**src/rtl/reaction_pkg.sv**
```systemverilog
// Shared definitions for the reflex-game reaction timer: state encoding,
// BCD saturation value and the default 1 ms prescaler divide.
package reaction_pkg;

    localparam int          TICK_DIV_DEFAULT = 50000;
    localparam logic [15:0] BCD_MAX          = 16'h9999;

    typedef logic [2:0] state_t;

    localparam state_t ST_IDLE   = 3'd0;
    localparam state_t ST_ARMED  = 3'd1;
    localparam state_t ST_TIMING = 3'd2;
    localparam state_t ST_DONE   = 3'd3;
    localparam state_t ST_EARLY  = 3'd4;
    localparam state_t ST_TOUT   = 3'd5;

endpackage

```
**src/rtl/bcd_counter_4d.sv**
```systemverilog
// Four-digit BCD up-counter with synchronous clear; saturates at 9999.
// Also used by the score display.
module bcd_counter_4d
    import reaction_pkg::*;
(
    input  logic        clk,
    input  logic        reset,
    input  logic        clr,
    input  logic        inc,
    output logic [15:0] q,
    output logic        at_max
);

    logic [15:0] q_q;
    logic [15:0] q_d;
    logic        carry;

    assign q      = q_q;
    assign at_max = (q_q == BCD_MAX);

    // Ripple a decimal carry up from the units digit.
    always_comb begin
        q_d   = q_q;
        carry = 1'b1;
        if (clr) begin
            q_d = '0;
        end else if (inc && !at_max) begin
            for (int i = 0; i < 4; i++) begin
                if (carry) begin
                    if (q_q[4*i +: 4] == 4'd9) begin
                        q_d[4*i +: 4] = 4'd0;
                    end else begin
                        q_d[4*i +: 4] = q_q[4*i +: 4] + 4'd1;
                        carry         = 1'b0;
                    end
                end
            end
        end
    end

    always_ff @(posedge clk) begin
        if (reset) begin
            q_q <= '0;
        end else begin
            q_q <= q_d;
        end
    end

endmodule

```
**src/rtl/reaction_timer.sv**
```systemverilog
// Reaction timer: armed by load_rand, counts ms from the LED rising to a new
// button press, flags false starts/timeouts and keeps the best time.
module reaction_timer
    import reaction_pkg::*;
#(
    parameter int TICK_DIV = TICK_DIV_DEFAULT
) (
    input  logic        clk,
    input  logic        reset,
    input  logic        load_rand,
    input  logic        led,
    input  logic        btn,
    output logic [15:0] time_bcd,
    output logic [15:0] best_bcd,
    output logic        done,
    output logic        early,
    output logic        timeout,
    output logic [2:0]  dbg_state
);

    localparam int          PW   = $clog2(TICK_DIV);
    localparam logic [PW-1:0] LAST = PW'(TICK_DIV - 1);

    state_t          state_q, state_d;
    logic [PW-1:0]   presc_q, presc_d;
    logic [15:0]     best_q, best_d;
    logic            best_valid_q, best_valid_d;
    logic            btn_q, led_q;
    logic            btn_rise, led_rise, tick;
    logic            cnt_clr, cnt_inc, cnt_at_max;

    assign btn_rise = btn & ~btn_q;
    assign led_rise = led & ~led_q;
    assign tick     = (state_q == ST_TIMING) && (presc_q == LAST);

    bcd_counter_4d u_count (
        .clk    (clk),
        .reset  (reset),
        .clr    (cnt_clr),
        .inc    (cnt_inc),
        .q      (time_bcd),
        .at_max (cnt_at_max)
    );

    always_comb begin
        state_d      = state_q;
        presc_d      = presc_q;
        best_d       = best_q;
        best_valid_d = best_valid_q;
        cnt_clr      = 1'b0;
        cnt_inc      = 1'b0;

        if (state_q == ST_TIMING) begin
            presc_d = tick ? '0 : presc_q + PW'(1);
        end

        if (load_rand) begin
            state_d = ST_ARMED;
            cnt_clr = 1'b1;
            presc_d = '0;
        end else begin
            case (state_q)
                ST_ARMED: begin
                    if (btn_rise) begin
                        state_d = ST_EARLY;
                    end else if (led_rise) begin
                        state_d = ST_TIMING;
                        presc_d = '0;
                    end
                end
                ST_TIMING: begin
                    // A press on a tick edge wins and the tick is dropped.
                    if (btn_rise) begin
                        state_d = ST_DONE;
                    end else if (tick) begin
                        if (cnt_at_max) state_d = ST_TOUT;
                        else            cnt_inc = 1'b1;
                    end
                end
                ST_DONE: begin
                    // time_bcd is frozen here, so repeating the compare is harmless.
                    if (!best_valid_q || (time_bcd < best_q)) begin
                        best_d = time_bcd;
                    end
                    best_valid_d = 1'b1;
                end
                default: ;
            endcase
        end
    end

    always_ff @(posedge clk) begin
        btn_q <= btn;
        led_q <= led;
        if (reset) begin
            state_q      <= ST_IDLE;
            presc_q      <= '0;
            best_q       <= BCD_MAX;
            best_valid_q <= 1'b0;
        end else begin
            state_q      <= state_d;
            presc_q      <= presc_d;
            best_q       <= best_d;
            best_valid_q <= best_valid_d;
        end
    end

    assign best_bcd  = best_q;
    assign done      = (state_q == ST_DONE);
    assign early     = (state_q == ST_EARLY);
    assign timeout   = (state_q == ST_TOUT);
    assign dbg_state = state_q;

endmodule

```
**config.mk**
```make
export PLATFORM = sky130hd
export DESIGN_NAME = reaction_timer
export DESIGN_NICKNAME = d
export VERILOG_FILES = /design/src/rtl/reaction_pkg.sv /design/src/rtl/bcd_counter_4d.sv /design/src/rtl/reaction_timer.sv
export SDC_FILE = /design/constraint.sdc
export NUM_CORES = 1
export LEC_CHECK = 0
export ABC_AREA = 1
export CORE_AREA = 3 3 93 95
export CTS_BUF_LIST = sky130_fd_sc_hd__clkbuf_4 sky130_fd_sc_hd__clkbuf_8
export DETAILED_ROUTE_END_ITERATION = 12
export DIE_AREA = 0 0 96 98
export HOLD_SLACK_MARGIN = 0.12
export PLACE_DENSITY = 0.69
export SLEW_MARGIN = 5
export SYNTH_ARGS = -nofsm -noshare
export SYNTH_HDL_FRONTEND = slang
export SYNTH_HIERARCHICAL = 1
export SYNTH_SLANG_ARGS = --single-unit
```
**constraint.sdc**
```tcl
create_clock -name clk -period 5.29 [get_ports clk]
set_input_delay 0.7935 -clock clk [delete_from_list [all_inputs] [get_ports clk]]
set_output_delay 0.7935 -clock clk [all_outputs]
set_load 0.005 [all_outputs]
```
* After elaboration in Yosys (flattened, before gate mapping) *
Cells that the tools add are included.

word-level totals
  register bits = 54
  input port bits = 5
  output and inout bits = 38
  word-level logic and storage cells = 88

cells by class
  add/sub/neg operators = 5
  $lt $le $gt $ge = 1
  eq/ne operators = 17
  multiplexer cells = 33
  bitwise operators = 5
  reduce and logical (&&, ||, !) cells = 16

operators with widths
  cell                     number
  $mux W16                 5
  $eq A16 B16 Y1 const B   2
  $mux W1                  18
  $add A16 B1 Y16 const B  1
  $add A4 B1 Y4 const B    4
  $eq A4 B4 Y1 const B     4
  $lt A16 B16 Y1           1
  $mux W4                  4
  $mux W3                  5
  $ne A4 B4 Y1 const B     2
  $reduce_and A2 Y1        4
  $reduce_and A4 Y1        2
  $eq A3 B2 Y1 const B     2
  $eq A3 B3 Y1 const B     2
  $ne A3 B3 Y1 const B     2
  $pmux W3 S2              1
  $ne A4 B3 Y1 const B     1
  $reduce_or A2 Y1         2
  $eq A3 B1 Y1 const B     1
  $ne A3 B2 Y1 const B     1
  $not A1 Y1               3
  $reduce_and A3 Y1        1
  $reduce_bool A3 Y1       1
  $and A1 B1 Y1            2
  other kinds (4)          6

* Longest topological paths before layout *
  depth in word-level cells = 16
  depth in mapped cells = 15
  mapped depth without buffers = 14

* Hierarchy *
Netlist, hierarchy kept.

by module, submodules not included
  module          instances  cells an instance  area each (um2)  seq. area each (um2)
  reaction_timer  1          319                2208.4           760.7
  bcd_counter_4d  1          147                953.4            320.3

* Worst setup path after synthesis *
Ideal clock, no wire load.

  path type = input-to-reg
  start = input port btn
  end = register u_count.q_q[14], in the netlist u_count/q[14]
  setup time = 117 ps
  data arrival time = 1883 ps
  data required time = 5173 ps
  slack = 3289 ps
  stages = 7
  buffers on the path = 1
  path through = inv_1 > nor2_1 > nor4_1 > buf_1 > nand4_4 > o21ai_0 > nor2_1

on the way
  word-level cells in the longest chain between the ends = 6

ends and longest elaborated chain
  what                         RTL line              source
  start, declared              reaction_timer.sv:12  input logic btn,
  $and A1 B1 Y1                reaction_timer.sv:32  assign btn_rise = btn & ~btn_q;
  $mux W1                      reaction_timer.sv:73  if (btn_rise) begin
  $mux W1                      reaction_timer.sv:62  case (state_q)
  $mux W1                      reaction_timer.sv:57  if (load_rand) begin
  named net cnt_inc            reaction_timer.sv:30  logic cnt_clr, cnt_inc, cnt_at_max;
  $logic_and A1 B1 Y1          bcd_counter_4d.sv:27  end else if (inc && !at_max) begin
  $reduce_and A2 Y1 (no line)  n/a
  end signal, assigned         bcd_counter_4d.sv:45  q_q <= q_d;
  end, declared                bcd_counter_4d.sv:14  logic [15:0] q_q;

The timed path passes the listed nets, and every way through them passes these cells.
A chain may end at the register's enable or synchronous reset.

* Worst setup path in the final report *
  start = input port load_rand
  end = register u_count.q_q[8], in the netlist u_count/q[8]

on the way
  word-level cells in the longest chain between the ends = 3
  elaborated cells between the ends (all ways) = 5
  those cells by class = 2 x mux; 3 x reduce/logical

ends and longest elaborated chain
  what                         RTL line              source
  start, declared              reaction_timer.sv:10  input logic load_rand,
  $mux W1                      reaction_timer.sv:57
  named net cnt_inc            reaction_timer.sv:30
  $logic_and A1 B1 Y1          bcd_counter_4d.sv:27
  $reduce_and A2 Y1 (no line)  n/a

The timed path passes the listed nets, and every way through them passes these cells.

==> flow_summary.yaml <==
status:
  status: "finished, final reports clean"
critical_path:
  crit_path_max_incr_delay_ns: 0.98
  cp.required_ns: 5.50
  crit_arrival_ns: 2.88
  start_kind: "input pin"
  rrSetupSlack_ns: 2.66
  setup.worst_path.start: "load_rand"
  r2r-start: "u_count/q[1]$_SDFFE_PP0P_"
  worst_setup_path_end_kind: "flop"
  path_class: "in -> reg"
  path_max_fanout: 8
  cp_cell_sequence: "clkdlybuf4s50_1 -> nor4_2 -> nand3_2 -> o21bai_1 -> nor2_1"
  slowest_stage: "nor4_2"
clock_network:
  cts_made_buffers: 5
  cts_tree: "yes"
  holdBufCountCts: 0
  clk_path_buf_depth: 2
  cts_setup_buffers: 0
  clk_pin_slew_ns: 0.10
  cts-resized-gates: 0
  clk_latency_ns: 0.30
  htreeDepth: 2
  cts_sinks: 54
  clockRootBuffer: "clkbuf_8"
worst_hold_path:
  hp-class: "reg -> reg"
  hold_start: "presc_q[15]$_SDFF_PP0_"
die:
  placement_rows: 32
  initial_utilization: 0.405
  die_h_um: 98
  die_w_um: 96
  die_area_sq_um: 9410
  core-area_sq_um: 7810
  io_pins: 43
yosys:
  synth_seq_cells: 54
  synth_edf_count: 0
  synth_ff_type: "dfxtp_1"
  synthArstFlopShare: 0
  syn_avg_cell_area_sq_um: 6.78
  syn_nets: 487
  syn-cell-area_sq_um: 3160
  ys_seq_area_frac: 0.342
  syn_inst: 466
  ys.warnings.count: 6
  synthDistinctLibCells: 35
timing:
  setup_viol: 0
  rsz0062_at_grt: "no"
  slew_headroom: 0.258
  min_period_over_period: 0.505
  period_minus_slack_ns: 2.67
  drv_slew: 0
  finalSetupTns_ns: 0
  worstMarginPinSlew_ns: 1.10
  finClkSkew_ns: 0.0124
  timing.fmax_mhz: 374
  hold_viol: 0
final_layout:
  areaGrowthSynthToFinish_pct: 20.9
  multiInputGateArea_sq_um: 1730
  antenna_cells: 0
  seqCellArea_sq_um: 1080
  fillerInstances: 757
  nets: 530
  final_core_util: 0.490
  drive_above_1_share: 0.0784
global_route:
  grt_usage: 0.152
  grt_pass1_vias: 2766
  grt_antenna_before_repair: 0
  grt-ovfl-total: 0
  grt_max_degree: 27
  grt_first_pass_wirelength_um: 12000
drt:
  first_pass_iters: 4
  remaining_drc_errors: 0
  antenna_left: 0
  drt_iter0_drc: 162
  routed_via_density: 4.90
  num_vias: 3000
  drt-total-wl_um: 6800
  wire_per_inst_um: 11.1
power_and_ir_drop:
  p_int_uw: 629
  p_sw_uw: 161
  p_per_area_nw_per_um2: 207
  swShare: 0.204
  power_frac_comb: 0.052
  seq_power_share: 0.523
  power_frac_clock: 0.425
  worst_ir_drop_vdd_v: 0.000125
  p_leak_nw: 1.68
flow_run:
  max_cap_viol_count: 0
placement:
  dp.final_hpwl_um: 5180
  port_buffers: 42
  place.gp.congestion: 0.866
-- layer usage --
layer,vias up,routed length [um],GRT usage
met4,0,78,0.0383
met1,1349,3310,0.204
met5,-,0,0
li1,1583,-,-
met3,7,249,0.0239
met2,61,3160,0.250
-- power by group through the flow --
| stage | clock network (mW) | logic, mW | registers, mW |
|---|---|---|---|
| floorplan | 0 | 0.0247 | 0.423 |
| global placement | 0 | 0.0403 | 0.423 |
| global route | 0.363 | 0.0471 | 0.414 |
| finish | 0.335 | 0.0410 | 0.414 |
| CTS | 0.347 | 0.0413 | 0.414 |
| detailed placement | 0 | 0.0411 | 0.423 |
-- cell usage in the layout (no fill, tap or decap), drive strengths merged --
master          n
nor4            1
xor2            3
bufinv          2
ha             16
inv            83
nor2           70
o21ai          26
nand2          98
a21oi          33
nor3           13
clkbuf          6
clkdlybuf4s50  42
o21a            3
a21boi          1
o21bai          3
nand4          11
o211a           1
and3            2
buf             1
dfxtp          54
nand3          40
a211oi          1
-- registers in the layout, indices dropped and copies added (netlist names) --
signal        flops
best_bcd         16
presc_q          16
u_count/q        16
dbg_state         3
best_valid_q      1
btn_q             1
led_q             1
-- metrics by stage --
step                      worst slack (ns)  instance area, sq um  hold slack [ns]  power [mW]  instances
after floorplan                       3.29                  3160            0.437       0.447        466
after global placement                2.39                  3680            0.452       0.463        604
after detailed placement              2.30                  3680            0.468       0.464        604
after CTS                             2.65                  3820            0.488       0.802        612
after global routing                  2.34                  3820            0.521       0.824        612
final                                 2.62                  3820            0.485       0.790        612
-- cell families (layout without fill, tap and decap cells) --
| logic type | count (synthesis) | after routing | share of synthesized area |
|---|---|---|---|
| adder cells (fa/ha/maj) | 16 | 16 | 0.0633 |
| buffers and inverters | 90 | 134 | 0.112 |
| flip-flops | 54 | 54 | 0.342 |
| AND/OR/NAND/NOR | 235 | 235 | 0.357 |
| XOR/XNOR | 3 | 3 | 0.00831 |
| AO/OA/AOI/OAI | 68 | 68 | 0.117 |
-- final timing paths --
kind,depth (start not counted),end
worst max-delay path,5,u_count/q[8]$_SDFFE_PP0P_
worst min-delay path,1,presc_q[15]$_SDFF_PP0_
worst max register to register,9,u_count/q[8]$_SDFFE_PP0P_
worst min register to register,1,presc_q[15]$_SDFF_PP0_
-- synthesized netlist by cell type (2+ instances only) --
cell	n	share of area
nand2_1	92	0.11
inv_1	75	0.089
nor2_1	63	0.075
dfxtp_1	54	0.34
nand3_1	35	0.055
a21oi_1	32	0.051
o21ai_0	25	0.040
ha_1	16	0.063
nor3_1	11	0.017
nand4_1	10	0.020
inv_2	8	0.0095
nand2_2	4	0.0079
nor2_2	4	0.0079
nand3_2	3	0.0095
o21a_1	3	0.0071
o21bai_1	3	0.0071
xor2_1	3	0.0083
and3_1	2	0.0040
buf_2	2	0.0032
buf_6	2	0.0071
clkbuf_1	2	0.0024
nand2_4	2	0.0071
nand3_4	2	0.011
nor2_8	2	0.013
-- critical path: cells and delay by family --
family	cells	cell delay, ns
buffers and inverters	1	0.49
AOI/OAI and AO/OA	1	0.22
and+or+nand+nor	3	1.37
-- final cells by class --
type | count | share of cell area
clock buffers | 6 | 0.0216
clock inverters | 2 | 0.0157
inverters | 83 | 0.0815
multi-input cells | 322 | 0.453
flip-flops and latches | 54 | 0.283
well taps | 102 | 0.0334
repair buffers | 43 | 0.112
Note: power is estimated with default switching activity, not from simulation.
==> patch 1, RTL diff (config.mk and constraints unchanged) <==
Reset style: asynchronous (`reset`), changed in one clocked block.
--- a/src/rtl/bcd_counter_4d.sv
+++ b/src/rtl/bcd_counter_4d.sv
@@ -38,7 +38,7 @@
         end
     end
 
-    always_ff @(posedge clk) begin
+    always_ff @(posedge clk or posedge reset) begin
         if (reset) begin
             q_q <= '0;
         end else begin
Behaviour: no difference found for any inputs over 10 cycles, from zero or initial values and one cycle with reset high; that may be too few to reach the edited logic, so the function may still have changed.
==> patch 1 against the original RTL <==
Routed wire length up 10%. First-iteration DRC count down 28%. Setup slack better by 0.074 ns. Final area up 0.36%. Critical path type is now reg -> reg. Area after synthesis up 3.0%. Critical endpoint is now best_bcd[4]. Final cell count down 2.6%. Sequential cell count unchanged.
Power is not compared: it rests on default switching activity, and its combinational part moved more than twofold at a synthesized area within 25%.
==> patch 1: results (changes against the original RTL) <==
- Synth area leaders: dfxtp_1, dfrtp_1, nand2_1 (was dfxtp_1, nand2_1, inv_1)
- Status: completed (unchanged)
- RePlAce Congestion: 0.8509 (was 0.8659)
- Layout cells sized above 1: 6.680% (was 7.843%)
- Worst-Margin Slew: 0.7550 ns (was 1.104 ns)
- Drt wl/cell: 12.59 microns (was 11.11 microns)
- WHS: 0.4883 ns (was 0.4851 ns)
- WP data arrival: 2.80 ns (was 2.88 ns)
- CP max stage delay: 0.56 ns (was 0.98 ns)
- # nets final: 522 (was 530)
- Overall Global Routing Usage: 16.61% (was 15.16%)
- FF-to-FF Start: u_count/q[15] (was u_count/q[1])
- Vias in the first global route: 2,732 (was 2,766)
- CP max-delay cell: nand2_1 (was nor4_2)
- First-pass GRT wire length: 12.75 mm (was 11.96 mm)
- Post-CTS Setup Inserts: 0 (unchanged)
- Fillers: 772 (was 757)
- Startpoint type of the worst setup path: flop (was input pin)
- Crit Path Max Fanout: 25 (was 8)
- Worst-Skew Late Latency: 0.32 ns (was 0.30 ns)
- Hpwl dp: 5.695 mm (was 5.181 mm)
- Via count: 2,980 (was 3,000)
- Yosys cell types: 37 (was 35)
- Worst Skew: 0.01962 ns (was 0.01243 ns)
- Reg2Reg Setup Slack: 2.69 ns (was 2.66 ns)
[patch 1: through the flow]
| stage | std cells | instance area (sq um) | setup slack, ns | utilization, % |
|---|---|---|---|---|
| after global routing | 596 | 3836 | 2.432 | 49.13 |
| after global placement | 588 | 3749 | 2.613 | 48.01 |
| after detailed placement | 588 | 3749 | 2.571 | 48.01 |
| final | 596 | 3836 | 2.693 | 49.13 |
| after CTS | 596 | 3836 | 2.684 | 49.13 |
| after floorplan | 451 | 3256 | 3.439 | - |
[patch 1: layout make-up]
cell class,count,area share [%]
repair buffers,42,10.96
multi-input cells,320,46.31
clock buffers,5,1.794
well taps,102,3.327
flip-flops and latches,54,30.27
clock inverters,3,0.4892
inverters,70,6.849
[patch 1: cells by family after synthesis]
| group | Yosys count | share of synthesized area, % |
|---|---|---|
| fa+ha+maj | 24 | 9.224 |
| flops | 54 | 35.66 |
| compound gates | 50 | 8.302 |
| xor+xnor | 7 | 1.883 |
| buf+inv | 77 | 9.762 |
| simple gates | 239 | 35.17 |
[patch 1: worst max-delay path, delay by kind of cell, from the launching register on]
kind	cells	cell delay, ns
AND/OR/NAND/NOR	5	1.22
flip-flops	1	0.50
AO/OA/AOI/OAI	3	0.41
adder cells (fa/ha/maj)	1	0.36
[patch 1: power breakdown]
part / switching (W) / internal (W)
logic: 0.0000712 / 0.0000684
registers: 0.0000370 / 0.000425
clock network: 0.000146 / 0.0000937
total: 0.000254 / 0.000587
[patch 1: per-layer routing]
metal | up-vias | wire length (microns) | track usage, %
li1 | 1536 | - | -
met1 | 1387 | 3684 | 23.12
met2 | 48 | 3412 | 25.49
met3 | 9 | 317 | 3.390
met4 | 0 | 87 | 5.470
met5 | - | 0 | 0
[patch 1: worst paths after layout]
path	to
setup / recovery	best_bcd[4]
hold / removal	presc_q[15]
setup reg to reg	best_bcd[4]
hold reg to reg	presc_q[15]
max in group asynchronous	u_count/q[11]
min in group asynchronous	u_count/q[15]
==> patch 2, RTL diff (config.mk and constraints unchanged) <==
Made on the original files. Set the package constant `TICK_DIV_DEFAULT` to 25000 (it was 50000).
--- a/src/rtl/reaction_pkg.sv
+++ b/src/rtl/reaction_pkg.sv
@@ -2,7 +2,7 @@
 // BCD saturation value and the default 1 ms prescaler divide.
 package reaction_pkg;
 
-    localparam int          TICK_DIV_DEFAULT = 50000;
+    localparam int          TICK_DIV_DEFAULT = 25000;
     localparam logic [15:0] BCD_MAX          = 16'h9999;
 
     typedef logic [2:0] state_t;
Function: same outputs for any inputs over 10 cycles, from zero or initial values and one cycle with reset high; that may be too few to reach the edited logic, so the function may still have changed.
==> patch 2 against the original RTL <==
Clock skew up 0.0029 ns. Core utilization shrank 0.95 points. First-iteration DRC count decreased by 48%. Synthesized cell count decreased by 1.3%. Sequential cell count fell by 1. Area after synthesis decreased by 1.2%. Worst hold slack better by 0.0093 ns. Sequential power down 2%. Combinational power rose by 28%. Total power is 10% lower. Final area shrank 1.9%. Setup slack got worse by 0.15 ns. Routed wire length is 0.54% lower. Critical path type unchanged. Critical endpoint is now u_count/q[14]. Largest power group unchanged. Highest routed layer unchanged.
==> patch 2: results (changes against the original RTL) <==
- Switching share of power: 23.25% (was 20.38%)
- Via count: 2,922 (was 3,000)
- Crit Path Max Fanout: 8 (unchanged)
- Total CTS buffers: 5 (unchanged)
- Clk slew on worst S/H paths: 0.10 ns (about the same)
- FF-to-FF Start: u_count/q[13] (was u_count/q[1])
- Root buffer cell: clkbuf_8 (unchanged)
- Tightest Hold Check Type: reg -> reg (unchanged)
- Crit path from: btn (was load_rand)
- Worst Skew: 0.01534 ns (was 0.01243 ns)
- Hpwl dp: 5.191 mm (was 5.181 mm)
- Reg2reg path depth: 9 (unchanged)
- Worst VDD drop: 0.00008695 V (was 0.0001250 V)
- Initial antenna violation count: 0 (unchanged)
- Most common library cells after synthesis: nand2_1, inv_1, nor2_1 (unchanged)
- WP data arrival: 3.03 ns (was 2.88 ns)
- Pre-antenna DRT Iters: 4 (unchanged)
- Synth Warn #: 6 (unchanged)
- Vias in the first global route: 2,695 (was 2,766)
- Hold Startpoint: best_bcd[8] (was presc_q[15])
- Gates resized, CTS repair: 0 (unchanged)
- Antenna diode count: 0 (unchanged)
- Number of DRC markers in iteration 0: 85 (was 162)
- Dpl ws: 2.137 ns (was 2.303 ns)
- Synth area leaders: dfxtp_1, nand2_1, inv_1 (unchanged)
- Worst-Skew Late Latency: 0.30 ns (about the same)
- Hold Path Stages: 2 (was 1)
- Drt total wl: 6.760 mm (was 6.797 mm)
- Max-Slew Margin vs Limit: 30.71% (was 25.76%)
- Clk buf depth: 2 (unchanged)
- First-pass GRT wire length: 11.77 mm (was 11.96 mm)
- RePlAce Congestion: 0.8276 (was 0.8659)
- Pin count of the biggest net entering global routing: 27 (unchanged)
- Ys async rst share: 0% (unchanged)
- Post-CTS Setup Inserts: 0 (unchanged)
- Layout cells sized above 1: 9.742% (was 7.843%)
- Yosys cell types: 36 (was 35)
- Status: completed (unchanged)
- Synth Flop Type: dfxtp_1 (unchanged)
- Synthesized Nets: 481 (was 487)
- CTS H-tree depth: 2 (unchanged)
- IO Port Bufs: 42 (unchanged)
- Sequential cell area fraction in the yosys report: 33.96% (was 34.19%)
- # nets final: 523 (was 530)
- Overall Global Routing Usage: 14.89% (was 15.16%)
- Leak Pwr: 1.700 nW (was 1.681 nW)
[patch 2: changes by cell type after synthesis, moves of 3 or more]
cell     unedited run  this run
nand2_1            92        82
xor2_1              3         7
inv_1              75        71
o21ai_0            25        20
a21oi_1            32        25
inv_2               8        11
nand2_2             4         7
nand3_1            35        41
[patch 2: final timing paths]
| check | end | slack (ns) |
|---|---|---|
| hold reg to reg | best_bcd[8] | 0.49 |
| setup / recovery | u_count/q[14] | 2.47 |
| hold / removal | best_bcd[8] | 0.49 |
| setup reg to reg | u_count/q[14] | 2.70 |
[patch 2: through the flow]
| stage | utilization, % | area [sq um] | power [W] | instances | hold slack, ns |
|---|---|---|---|---|---|
| after global placement | 46.71 | 3647 | 0.0004682 | 597 | 0.4708 |
| final | 48.01 | 3749 | 0.0007091 | 605 | 0.4944 |
| after CTS | 48.01 | 3749 | 0.0007193 | 605 | 0.4958 |
| after detailed placement | 46.71 | 3647 | 0.0004694 | 597 | 0.4791 |
| after floorplan | - | 3124 | 0.0004505 | 460 | 0.4614 |
| after global routing | 48.01 | 3749 | 0.0007406 | 605 | 0.5074 |
[patch 2: worst max-delay path, stage by stage]
cell and delay [ns]:
clkdlybuf4s50_1 0.41, inv_1 0.06, nor2_1 0.05, inv_1 0.13, nand2_1 0.11, nor4_2 0.89, nand4_4 0.28, o21ai_0 0.23
nor2_1 0.07
[patch 2: layer usage]
metal	up-vias	wire (microns)	GRT usage [%]
met5	-	0	0
met4	0	25	3.173
met3	2	245	2.851
met2	47	3195	24.69
met1	1318	3294	19.90
li1	1555	-	-
[patch 2: logic make-up (layout without fill, tap and decap cells)]
family / Yosys count / in the layout / share of synthesized area [%]
compound gates: 56 / 56 / 9.652
fa+ha+maj: 16 / 16 / 6.408
xor+xnor: 7 / 7 / 1.962
buf+inv: 92 / 135 / 11.33
flops: 53 / 53 / 33.96
simple gates: 236 / 236 / 36.68
[patch 2: layout make-up]
type	count	area, sq um
fillers	811	4059
multi-input cells	315	1715
flip-flops and latches	53	1061
repair buffers	43	427.9
inverters	84	315.3
well taps	102	127.6
clock buffers	7	96.34
clock inverters	1	5.005
[patch 2: power groups by stage]
stage,Clock (W),Sequential [W],Combinational [W]
finish,0.000249,0.000407,0.0000525
CTS,0.000259,0.000408,0.0000528
global route,0.000273,0.000409,0.0000592
global placement,0,0.000417,0.0000514
floorplan,0,0.000417,0.0000339
detailed placement,0,0.000417,0.0000525
